`src/rtl/fifo_push_arbiter.sv`:
```
// Round-robin arbiter sharing one fifo write port among NUM_REQ producers; bursts bounded by MAX_BURST.
// ACK/FIFO_PUSH are combinational (zero-latency push); FIFO_FULL or ENABLE low holds the grant without accepting.
module fifo_push_arbiter #(
  parameter int NUM_REQ    = 4,
  parameter int DATA_WIDTH = 32,
  parameter int MAX_BURST  = 4
) (
  input  logic                          CLK,
  input  logic                          RESET,
  input  logic                          ENABLE,
  input  logic                          FLUSH_REQ,
  input  logic [NUM_REQ-1:0]            REQ,
  input  logic [NUM_REQ-1:0]            REQ_LAST,
  input  logic [NUM_REQ*DATA_WIDTH-1:0] REQ_DATA,
  output logic [NUM_REQ-1:0]            ACK,
  output logic [NUM_REQ-1:0]            GRANT,
  output logic                          FIFO_PUSH,
  output logic [DATA_WIDTH-1:0]         FIFO_DATA_IN,
  input  logic                          FIFO_FULL,
  output logic                          FIFO_FLUSH,
  output logic                          FLUSH_DONE,
  output logic                          BUSY
);

  localparam int IW = (NUM_REQ > 1) ? $clog2(NUM_REQ) : 1;
  localparam logic [3:0] BURST_MAX = 4'(MAX_BURST);
  localparam logic [IW-1:0] LAST_INIT = IW'(NUM_REQ - 1);

  typedef enum logic [1:0] {
    S_IDLE      = 2'd0,
    S_GRANT     = 2'd1,
    S_FLUSH     = 2'd2,
    S_FLUSH_ACK = 2'd3
  } state_t;

  state_t               state_q, state_d;
  logic [NUM_REQ-1:0]   grant_q, grant_d;
  logic [IW-1:0]        gidx_q, gidx_d;
  logic [IW-1:0]        last_q, last_d;
  logic [3:0]           cnt_q, cnt_d;
  logic                 flush_q, flush_d;
  logic                 done_q, done_d;
  logic                 busy_q, busy_d;

  logic                 pick_vld;
  logic [IW-1:0]        pick_idx;
  logic                 accept_en;
  logic [3:0]           cnt_inc;
  logic                 burst_end;

  // Rotating priority: scan from the producer after the last one served, with wrap.
  always_comb begin : arb_pick
    int            j;
    logic [IW-1:0] cand;
    j        = 0;
    cand     = '0;
    pick_vld = 1'b0;
    pick_idx = '0;
    for (int k = 1; k <= NUM_REQ; k++) begin
      j = int'(last_q) + k;
      if (j >= NUM_REQ) j = j - NUM_REQ;
      cand = IW'(j);
      if (!pick_vld && REQ[cand]) begin
        pick_vld = 1'b1;
        pick_idx = cand;
      end
    end
  end

  assign accept_en = (state_q == S_GRANT) & ENABLE & ~FIFO_FULL;
  assign ACK       = grant_q & REQ & {NUM_REQ{accept_en}};
  assign FIFO_PUSH = |ACK;

  always_comb begin : data_mux
    FIFO_DATA_IN = '0;
    for (int i = 0; i < NUM_REQ; i++) begin
      if (grant_q[i]) FIFO_DATA_IN = FIFO_DATA_IN | REQ_DATA[i*DATA_WIDTH +: DATA_WIDTH];
    end
  end

  assign cnt_inc   = cnt_q + 4'd1;
  // A burst ends on its marked last word, on reaching the cap, or when the owner walks away.
  assign burst_end = ~(|(grant_q & REQ)) |
                     (FIFO_PUSH & ((|(ACK & REQ_LAST)) | (cnt_inc == BURST_MAX)));

  always_comb begin : next_state
    state_d = state_q;
    grant_d = grant_q;
    gidx_d  = gidx_q;
    last_d  = last_q;
    cnt_d   = cnt_q;
    case (state_q)
      S_IDLE: begin
        if (FLUSH_REQ) begin
          state_d = S_FLUSH;
        end else if (ENABLE && pick_vld) begin
          state_d           = S_GRANT;
          grant_d           = '0;
          grant_d[pick_idx] = 1'b1;
          gidx_d            = pick_idx;
          cnt_d             = '0;
        end
      end
      S_GRANT: begin
        if (FIFO_PUSH) cnt_d = cnt_inc;
        if (burst_end) begin
          state_d = S_IDLE;
          grant_d = '0;
          last_d  = gidx_q;
        end
      end
      S_FLUSH:     state_d = S_FLUSH_ACK;
      S_FLUSH_ACK: state_d = S_IDLE;
      default: begin
        state_d = S_IDLE;
        grant_d = '0;
      end
    endcase
    flush_d = (state_d == S_FLUSH);
    done_d  = (state_d == S_FLUSH_ACK);
    busy_d  = (state_d != S_IDLE);
  end

  always_ff @(posedge CLK or negedge RESET) begin
    if (!RESET) begin
      state_q <= S_IDLE;
      grant_q <= '0;
      gidx_q  <= '0;
      last_q  <= LAST_INIT;
      cnt_q   <= '0;
      flush_q <= 1'b0;
      done_q  <= 1'b0;
      busy_q  <= 1'b0;
    end else begin
      state_q <= state_d;
      grant_q <= grant_d;
      gidx_q  <= gidx_d;
      last_q  <= last_d;
      cnt_q   <= cnt_d;
      flush_q <= flush_d;
      done_q  <= done_d;
      busy_q  <= busy_d;
    end
  end

  assign GRANT      = grant_q;
  assign FIFO_FLUSH = flush_q;
  assign FLUSH_DONE = done_q;
  assign BUSY       = busy_q;

endmodule

```
`config.mk`:
```
export PLATFORM = sky130hd
export DESIGN_NAME = fifo_push_arbiter
export DESIGN_NICKNAME = d
export VERILOG_FILES = /design/src/rtl/fifo_push_arbiter.sv
export SDC_FILE = /design/constraint.sdc
export NUM_CORES = 1
export LEC_CHECK = 0
export BUFFER_PORTS_ARGS = -buffer_cell sky130_fd_sc_hd__buf_2
export CAP_MARGIN = 20
export CORE_AREA = 2 2 78 65
export CTS_CLUSTER_DIAMETER = 100
export CTS_CLUSTER_SIZE = 16
export DETAILED_ROUTE_END_ITERATION = 16
export DIE_AREA = 0 0 80 67
export PLACE_DENSITY = 0.86
export SLEW_MARGIN = 20
export SYNTH_ARGS = -nofsm -noshare
export SYNTH_HDL_FRONTEND = slang
export SYNTH_SLANG_ARGS = --single-unit
export TNS_END_PERCENT = 30
```
`constraint.sdc`:
```
create_clock -name CLK -period 4.65 [get_ports CLK]
set_input_delay 0.2325 -clock CLK [delete_from_list [all_inputs] [get_ports CLK]]
set_output_delay 0.2325 -clock CLK [all_outputs]
set_load 0.02 [all_outputs]
```
==> flow_summary.ini, run 1 <==
[run_status]
status = finished, final reports clean

[clock_network]
cts_tree = done
hold_buffers = 1
numCtsBuffers = 3
clkSlewWorstSetupHoldPaths_ns = 0.07
cts-root-buf = clkbuf_8
ctsHtreeMaxLevel = 1
cts_resized = 0
cts.sinks = 17
cts_buffer_depth = 2
clk_latency_ns = 0.25
post_cts_buffers = 0

[placement]
portBuffers = 184
placed_cell_area_um2 = 2630
post-dp-hpwl_um = 5740
gp_congestion = 0.884

[cells_and_area]
fill_cells = 440
postLayoutCellArea_um2 = 2680
antenna_cells = 0
final_cell_mix = buf_2 (184), a22oi_1 (66), nand2_1 (44)
final_common_cell = buf_2
syn_to_final_growth_pct = 57.6
nets = 537
drive_gt1_share_pct = 51.7

[sta]
fin_crit_sh_pct = 50.1
slew_headroom_pct = 58.6
layout_min_cycle_time_ns = 2.33
slew_violations = 0
fmax_mhz = 430
setup_viol = 0
tns_ns = 0
tightest_slew_ns = 0.620
hold_ws_ns = 0.288
finalHoldViolations = 0
finClkSkew_ns = 0.000915
rsz0062_at_grt = false

[worst_setup_path]
crit_required_ns = 4.42
crit_arrival_ns = 2.09
crit_family = flip-flops
end_kind = output pin
crit_buf_inv = 2
crit_chain = buf_4 -> a22oi_1 -> a21oi_2 -> buf_2
path_class = reg2out
crit_fanout = 20
critPathMaxStageDelay_ns = 0.74
cp-start-kind = register
cp_slowest_cell = dfrtp_1

[synthesis]
synth_edf_count = 0
synth_mux_area_share_pct = 2.50
syn-instance-count = 219
synth_xor_area_share_pct = 0
synth.net_count = 362
ys.flop_type = dfrtp_1
synth_compound_area_share_pct = 42.1
synth_top_family_by_area = compound AO/OA/AOI/OAI gates
synthSimpleGateAreaFrac_pct = 21.9
synthDistinctLibCells = 40
synth_area_um2 = 1700
avgSynthCellArea_um2 = 7.77
async_flop_share_pct = 100
ys_ff_latch = 17
synth-seq-area-share_pct = 25.1
synth_adder_area_share_pct = 1.47
ys.warnings.count = 0

[detailed_routing]
routed_via_density = 5.43
firstDrtPassIters = 4
routed_wl_um = 7200
first_iter_violations = 96
num_vias = 2459
ant_nets = 0
wire_per_inst_um = 15.9
drc = 0

[floorplan]
die_area_um2 = 5360
ioPinCount = 185
die_w_um = 80
fp.dieH_um = 67
coreArea_um2 = 4510
rows = 22
initial_utilization_pct = 37.7

[grt]
grt_first_pass_wirelength_um = 10700
track_usage_pct = 24.9
antenna_found_initial = 0
overflow = 0
grt_pass1_vias = 2227
grt_max_degree = 37

[power]
power_leakage_nw = 1.52
irDropWorstVdd_mv = 0.313
finalPower_mw = 1.36
p_per_area_nw_per_um2 = 506

[hold_path]
hold_path_class = in2reg

[run]
drv_cap = 0
-- report_power, final --
part           total, mW  internal (mW)  switching [mW]
clock network      0.112         0.0596          0.0529
registers          0.284          0.208          0.0760
logic              0.959          0.371           0.589
-- worst register-to-register path, cell delays in order (launching register included) --
cell and delay, ns:
dfrtp_1 0.74, buf_4 0.34, a22oi_1 0.18, a21oi_2 0.34, nand4_1 0.18, a21oi_1 0.17
mux2i_1 0.08
-- cell type report --
| type | instances | area, um2 | share of cell area, % |
|---|---|---|---|
| clock buffer | 3 | 41.3 | 1.54 |
| sequential | 17 | 428 | 16.0 |
| inverter | 4 | 15.0 | 0.560 |
| clock inverter | 1 | 5.00 | 0.187 |
| timing repair buffer | 189 | 961 | 35.8 |
| multi-input combinational | 179 | 1160 | 43.1 |
| tap | 60 | 75.1 | 2.80 |
-- registers in the layout (all words and copies together), names as in the netlist --
register,count
state_q,2
last_q,2
cnt_q,4
FLUSH_DONE,1
FIFO_FLUSH,1
GRANT,4
gidx_q,2
BUSY,1
-- synth_stat cells (4+ instances only) --
| cell type | instances | area, um2 |
|---|---|---|
| a22oi_1 | 66 | 495 |
| nand2_1 | 44 | 165 |
| dfrtp_1 | 15 | 375 |
| nor2_1 | 11 | 41.3 |
| a21oi_1 | 10 | 50.1 |
| clkbuf_1 | 8 | 30.0 |
| a22o_1 | 4 | 35.0 |
| buf_1 | 4 | 15.0 |
| inv_1 | 4 | 15.0 |
| nand3_1 | 4 | 20.0 |
-- layer usage --
metal  GRT usage (%)  share of wire, %  vias up
met2            43.1                51      125
met4            6.57               1.8        0
met5               0                 0        -
met1            31.9                37     1133
li1                -                 -     1188
met3            4.61               9.4       13
-- metrics by stage --
stage / utilization [%] / cells / setup slack [ns]
2_1_floorplan: - / 219 / 2.92
3_3_place_gp: 58.2 / 448 / 2.60
3_5_place_dp: 58.2 / 448 / 2.50
4_1_cts: 59.4 / 453 / 2.32
5_1_grt: 59.4 / 453 / 2.16
6_report: 59.4 / 453 / 2.32
-- path summary, 6_finish.rpt --
check,start,endpoint,slack [ns],cells past startpoint
worst max-delay path,GRANT[3]$_DFFE_PN0P_,FIFO_PUSH,2.32,4
max in group asynchronous,RESET,last_q[0]$_DFFE_PN1P_,3.91,2
min in group asynchronous,RESET,FIFO_FLUSH$_DFF_PN0_,0.43,2
worst min register to register,gidx_q[1]$_DFFE_PN0P_,gidx_q[1]$_DFFE_PN0P_,0.49,1
worst min-delay path,FLUSH_REQ,FIFO_FLUSH$_DFF_PN0_,0.29,2
worst max register to register,GRANT[3]$_DFFE_PN0P_,cnt_q[3]$_DFFE_PN0P_,2.50,6
-- logic make-up (layout without fill, tap and decap cells) --
family          count (synthesis)  after routing
flops                          17             17
mux                             4              4
compound gates                 95             95
simple gates                   78             78
fa+ha+maj                       2              2
buf+inv                        23            197
Power figures use the tool's default switching activity.
==> run 2, diff against run 1 <==
--- a/config.mk
+++ b/config.mk
@@ -7,12 +7,12 @@
 export LEC_CHECK = 0
 export BUFFER_PORTS_ARGS = -buffer_cell sky130_fd_sc_hd__buf_2
 export CAP_MARGIN = 20
-export CORE_AREA = 2 2 78 65
+export CORE_AREA = 2 2 85 71
 export CTS_CLUSTER_DIAMETER = 100
 export CTS_CLUSTER_SIZE = 16
 export DETAILED_ROUTE_END_ITERATION = 16
-export DIE_AREA = 0 0 80 67
-export PLACE_DENSITY = 0.86
+export DIE_AREA = 0 0 87 73
+export PLACE_DENSITY = 0.77
 export SLEW_MARGIN = 20
 export SYNTH_ARGS = -nofsm -noshare
 export SYNTH_HDL_FRONTEND = slang
==> constraint.sdc (replaced) <==
create_clock -name CLK -period 2 [get_ports CLK]
set_input_delay 0.1 -clock CLK [delete_from_list [all_inputs] [get_ports CLK]]
set_output_delay 0.1 -clock CLK [all_outputs]
set_load 0.02 [all_outputs]
==> run 2 against run 1 <==
Cell count rose by 2.0%. Routed wire length fell by 3.7%. Critical path depth rose by 2. Count of clock-buffer cells in the layout rose by 1. Power rose by 130%.
==> flow_summary.ini, run 2 (same netlist as run 1, synthesis figures left out) <==
[grt]
grt_max_degree = 36
overflow = 0
grt_pass1_vias = 2130
track_usage_pct = 19.5
grt_first_pass_wirelength_um = 9960
antenna_found_initial = 0

[placement]
post-dp-hpwl_um = 5540
pre_cts_slack_ns = 0.108
gp_congestion = 0.879
placed_cell_area_um2 = 2650
dp_cells = 457
portBuffers = 184

[worst_setup_path]
crit_arrival_ns = 2.03
cp-start-kind = register
worstSetupStartpoint = cnt_q[0]$_DFFE_PN0P_
crit_family = compound AO/OA/AOI/OAI gates
r2r_end = last_q[1]$_DFFE_PN1P_
critPathMaxStageDelay_ns = 0.45
crit_fanout = 7
crit_required_ns = 2.18
rr_worst_depth = 6
r2r-start = cnt_q[0]$_DFFE_PN0P_
crit_chain = ha_1 -> nand4bb_1 -> nand4_1 -> a311oi_2 -> o2bb2ai_2 -> mux2_1
cp_num_cells = 6
reg2reg_slack_ns = 0.16
path_class = reg2reg
crit_buf_inv = 0
end_kind = register
cp_slowest_cell = dfrtp_1
crit_end = last_q[1]$_DFFE_PN1P_

[sta]
fmax_mhz = 542
slew_headroom_pct = 73.4
tightest_slew_ns = 0.399
finalHoldViolations = 0
setup_viol = 0
tns_ns = 0
layout_min_cycle_time_ns = 1.84
finClkSkew_ns = 0.00270
rsz0062_at_grt = false
fin_crit_sh_pct = 92.2
setup_slack_ns = 0.155
slew_violations = 0

[power]
p_per_area_nw_per_um2 = 1160
irDropWorstVdd_mv = 0.583
power_leakage_nw = 1.53

[cells_and_area]
multi_input_area_um2 = 1160
drive_gt1_share_pct = 51.6
antenna_cells = 0
fill_cells = 556
postLayoutCellArea_um2 = 2710
regArea_um2 = 428
nets = 539
final_common_cell = buf_2
final-instance-count-excl-fill = 462
final_cell_mix = buf_2 (184), a22oi_1 (66), nand2_1 (44)
post-route-util_pct = 48.3
syn_to_final_growth_pct = 59.0

[clock_network]
cts.sinks = 17
cts_resized = 0
ctsHtreeMaxLevel = 1
clkSlewWorstSetupHoldPaths_ns = 0.07
numCtsBuffers = 3
cts_tree = done
cts_buffer_depth = 2
post_cts_buffers = 0
cts-root-buf = clkbuf_8
clk_latency_ns = 0.26

[detailed_routing]
wire_per_inst_um = 15.0
first_iter_violations = 125
routed_wl_um = 6930
routed_via_density = 5.25
drc = 0
ant_nets = 0
num_vias = 2427
firstDrtPassIters = 4

[floorplan]
die_area_um2 = 6350
fp.dieH_um = 73
rows = 25
die_w_um = 87
initial_utilization_pct = 30.4
ioPinCount = 185
coreArea_um2 = 5600

[hold_path]
hold_path_class = in2reg

[run]
drv_cap = 0

[run_status]
status = finished, final reports clean
==> run 2: how the worst min path moves through the flow <==
stage          slack, ns       from                    to  depth (start not counted)
2_1_floorplan      -0.20      RESET        BUSY$_DFF_PN0_                          0
3_3_place_gp        0.03      RESET  state_q[1]$_DFF_PN0_                          1
3_5_place_dp        0.05      RESET  state_q[1]$_DFF_PN0_                          1
4_1_cts             0.16  FLUSH_REQ  FIFO_FLUSH$_DFF_PN0_                          2
5_1_grt             0.17  FLUSH_REQ  FIFO_FLUSH$_DFF_PN0_                          2
6_report            0.16  FLUSH_REQ  FIFO_FLUSH$_DFF_PN0_                          2
==> run 2: routing by layer <==
metal / vias up / GRT usage, % / wire length, um / part of all wire (%)
li1: 1191 / - / - / -
met1: 1109 / 26.0 / 2930 / 42
met2: 120 / 33.7 / 3420 / 49
met3: 7 / 1.92 / 495 / 7.1
met4: 0 / 5.21 / 78 / 1.1
met5: - / 0 / 0 / 0
==> run 2: layout make-up <==
cell class | instances | area share [%]
clock buffer | 4 | 1.67
inverter | 4 | 0.555
multi-input combinational | 179 | 42.8
sequential | 17 | 15.8
tap | 67 | 3.10
timing repair buffer | 191 | 36.1
==> run 2: timing repair <==
action | 4_1_cts | 5_1_grt
setup endpoints to repair | 0 | 2
hold endpoints to repair | 15 | 0
hold buffers | 1 | 0
==> run 2: power breakdown <==
group / switching (mW) / total [mW] / internal (mW)
registers: 0.147 / 0.633 / 0.485
logic: 1.38 / 2.25 / 0.873
clock network: 0.120 / 0.261 / 0.142
total: 1.64 / 3.14 / 1.50
==> run 2: stage by stage <==
step	power [mW]	hold WS, ns
floorplan	2.17	-0.196
global placement	2.84	0.0338
detailed placement	2.88	0.0454
CTS	3.16	0.156
global route	3.41	0.169
finish	3.14	0.155
==> run 3, diff against run 2 <==
==> constraint.sdc (replaced) <==
create_clock -name CLK -period 2 [get_ports CLK]
set_input_delay 0.3 -clock CLK [delete_from_list [all_inputs] [get_ports CLK]]
set_output_delay 0.3 -clock CLK [all_outputs]
set_load 0.02 [all_outputs]
==> run 3 against run 2 <==
Hold slack improved by 0.20 ns. Power rose by 2.8%. Count of clock-buffer cells in the layout did not move. Core utilization rose by 1.1 points. Maximum frequency fell by 2.9%. Routed wire length rose by 2.5%. Critical path depth did not move. Sequential power fell by 1%. Setup slack got worse by 0.055 ns. Via count rose by 1.9%. Largest cell class unchanged. Register-to-register slack got worse by 0.06 ns. Combinational power rose by 4%.
==> flow_summary.ini, run 3 (same netlist as run 1, synthesis figures left out) <==
[run]
drv_cap = 0

[run_status]
status = finished, final reports clean

[grt]
grt_pass1_vias = 2034
grt_max_degree = 36
track_usage_pct = 19.3
grt_first_pass_wirelength_um = 9860
antenna_found_initial = 0
overflow = 0

[placement]
dp_cells = 457
portBuffers = 184
post-dp-hpwl_um = 5570
gp_congestion = 0.928
pre_cts_slack_ns = 0.121

[clock_network]
cts_tree = done
clkSlewWorstSetupHoldPaths_ns = 0.07
ctsHtreeMaxLevel = 1
clk_latency_ns = 0.26
cts_buffer_depth = 2
numCtsBuffers = 3
cts-root-buf = clkbuf_8
cts.sinks = 17

[detailed_routing]
firstDrtPassIters = 5
ant_nets = 0
routed_via_density = 5.32
routed_wl_um = 7110
first_iter_violations = 93
drc = 0
wire_per_inst_um = 15.3
num_vias = 2472

[worst_setup_path]
critPathMaxStageDelay_ns = 0.45
crit_chain = ha_1 -> nand4bb_1 -> nand4_1 -> a311oi_2 -> o2bb2ai_2 -> mux2_1
cp_slowest_cell = dfrtp_1
end_kind = register
crit_family = compound AO/OA/AOI/OAI gates
path_class = reg2reg
crit_arrival_ns = 2.08
crit_buf_inv = 0
cp-start-kind = register
crit_required_ns = 2.18
crit_fanout = 7

[cells_and_area]
final-instance-count-excl-fill = 465
multi_input_area_um2 = 1170
antenna_cells = 0
nets = 542
fill_cells = 541
final_cell_mix = buf_2 (184), a22oi_1 (66), nand2_1 (44)
drive_gt1_share_pct = 52.3
syn_to_final_growth_pct = 62.5
regArea_um2 = 428
final_common_cell = buf_2

[floorplan]
coreArea_um2 = 5600
rows = 25
die_w_um = 87
die_area_um2 = 6350
ioPinCount = 185
initial_utilization_pct = 30.4
fp.dieH_um = 73

[sta]
finalHoldViolations = 0
slew_violations = 0
rsz0062_at_grt = false
fin_crit_sh_pct = 95.0
slew_headroom_pct = 72.8
layout_min_cycle_time_ns = 1.90
tns_ns = 0
tightest_slew_ns = 0.409
setup_slack_ns = 0.100
setup_viol = 0
fmax_mhz = 526
finClkSkew_ns = 0.00455

[power]
p_per_area_nw_per_um2 = 1170
power_leakage_nw = 1.55
irDropWorstVdd_mv = 0.604

[hold_path]
hold_path_class = in2reg
[run 3: report_power, final]
part	switching [mW]	internal, mW	total (mW)
registers	0.139	0.485	0.624
clock network	0.119	0.142	0.260
logic	1.43	0.914	2.35
[run 3: path summary, 6_finish.rpt]
path                                       startpoint  slack, ns               endpoint  cells past startpoint
worst min register to register  gidx_q[0]$_DFFE_PN0P_       0.49  gidx_q[0]$_DFFE_PN0P_                      2
worst max-delay path             cnt_q[0]$_DFFE_PN0P_        0.1  last_q[1]$_DFFE_PN1P_                      6
max in group asynchronous                       RESET       1.21  last_q[1]$_DFFE_PN1P_                      2
worst min-delay path                        FLUSH_REQ       0.36   FIFO_FLUSH$_DFF_PN0_                      2
min in group asynchronous                       RESET       0.48   state_q[0]$_DFF_PN0_                      2
worst max register to register   cnt_q[0]$_DFFE_PN0P_        0.1  last_q[1]$_DFFE_PN1P_                      6
[run 3: worst register-to-register path: stages (launching register included)]
cell       delay [ns]
dfrtp_1          0.45
ha_1             0.28
nand4bb_1        0.14
nand4_1          0.13
a311oi_2         0.35
o2bb2ai_2        0.14
mux2_1           0.33
[run 3: metal layers]
metal | track usage, % | vias up | part of all wire, %
li1 | - | 1196 | -
met1 | 26.9 | 1152 | 43
met2 | 32.4 | 113 | 48
met3 | 1.92 | 11 | 7.6
met4 | 3.82 | 0 | 1.1
met5 | 0 | - | 0
[run 3: layout make-up]
class	count	share of cell area [%]
clock buffer	4	1.63
multi-input combinational	179	42.3
timing repair buffer	194	37.0
inverter	4	0.543
sequential	17	15.5
tap	67	3.03
[run 3: metrics by stage]
step                      total power, mW  hold WS [ns]  util, %  cell area [um2]
after CTS                            3.21         0.362     48.9             2740
after global routing                 3.46         0.376     49.4             2770
after detailed placement             2.94         0.234     47.8             2680
after global placement               2.89         0.231     47.8             2680
final                                3.23         0.359     49.4             2770
after floorplan                      2.17       0.00441        -             1700
[run 3: what timing repair did]
item | CTS | global route
resized for setup | 1 | 1
hold endpoints to repair | 15 | 0
pin swaps | 0 | 1
hold buffers | 1 | 0
setup endpoints to repair | 1 | 4
setup buffers | 0 | 3
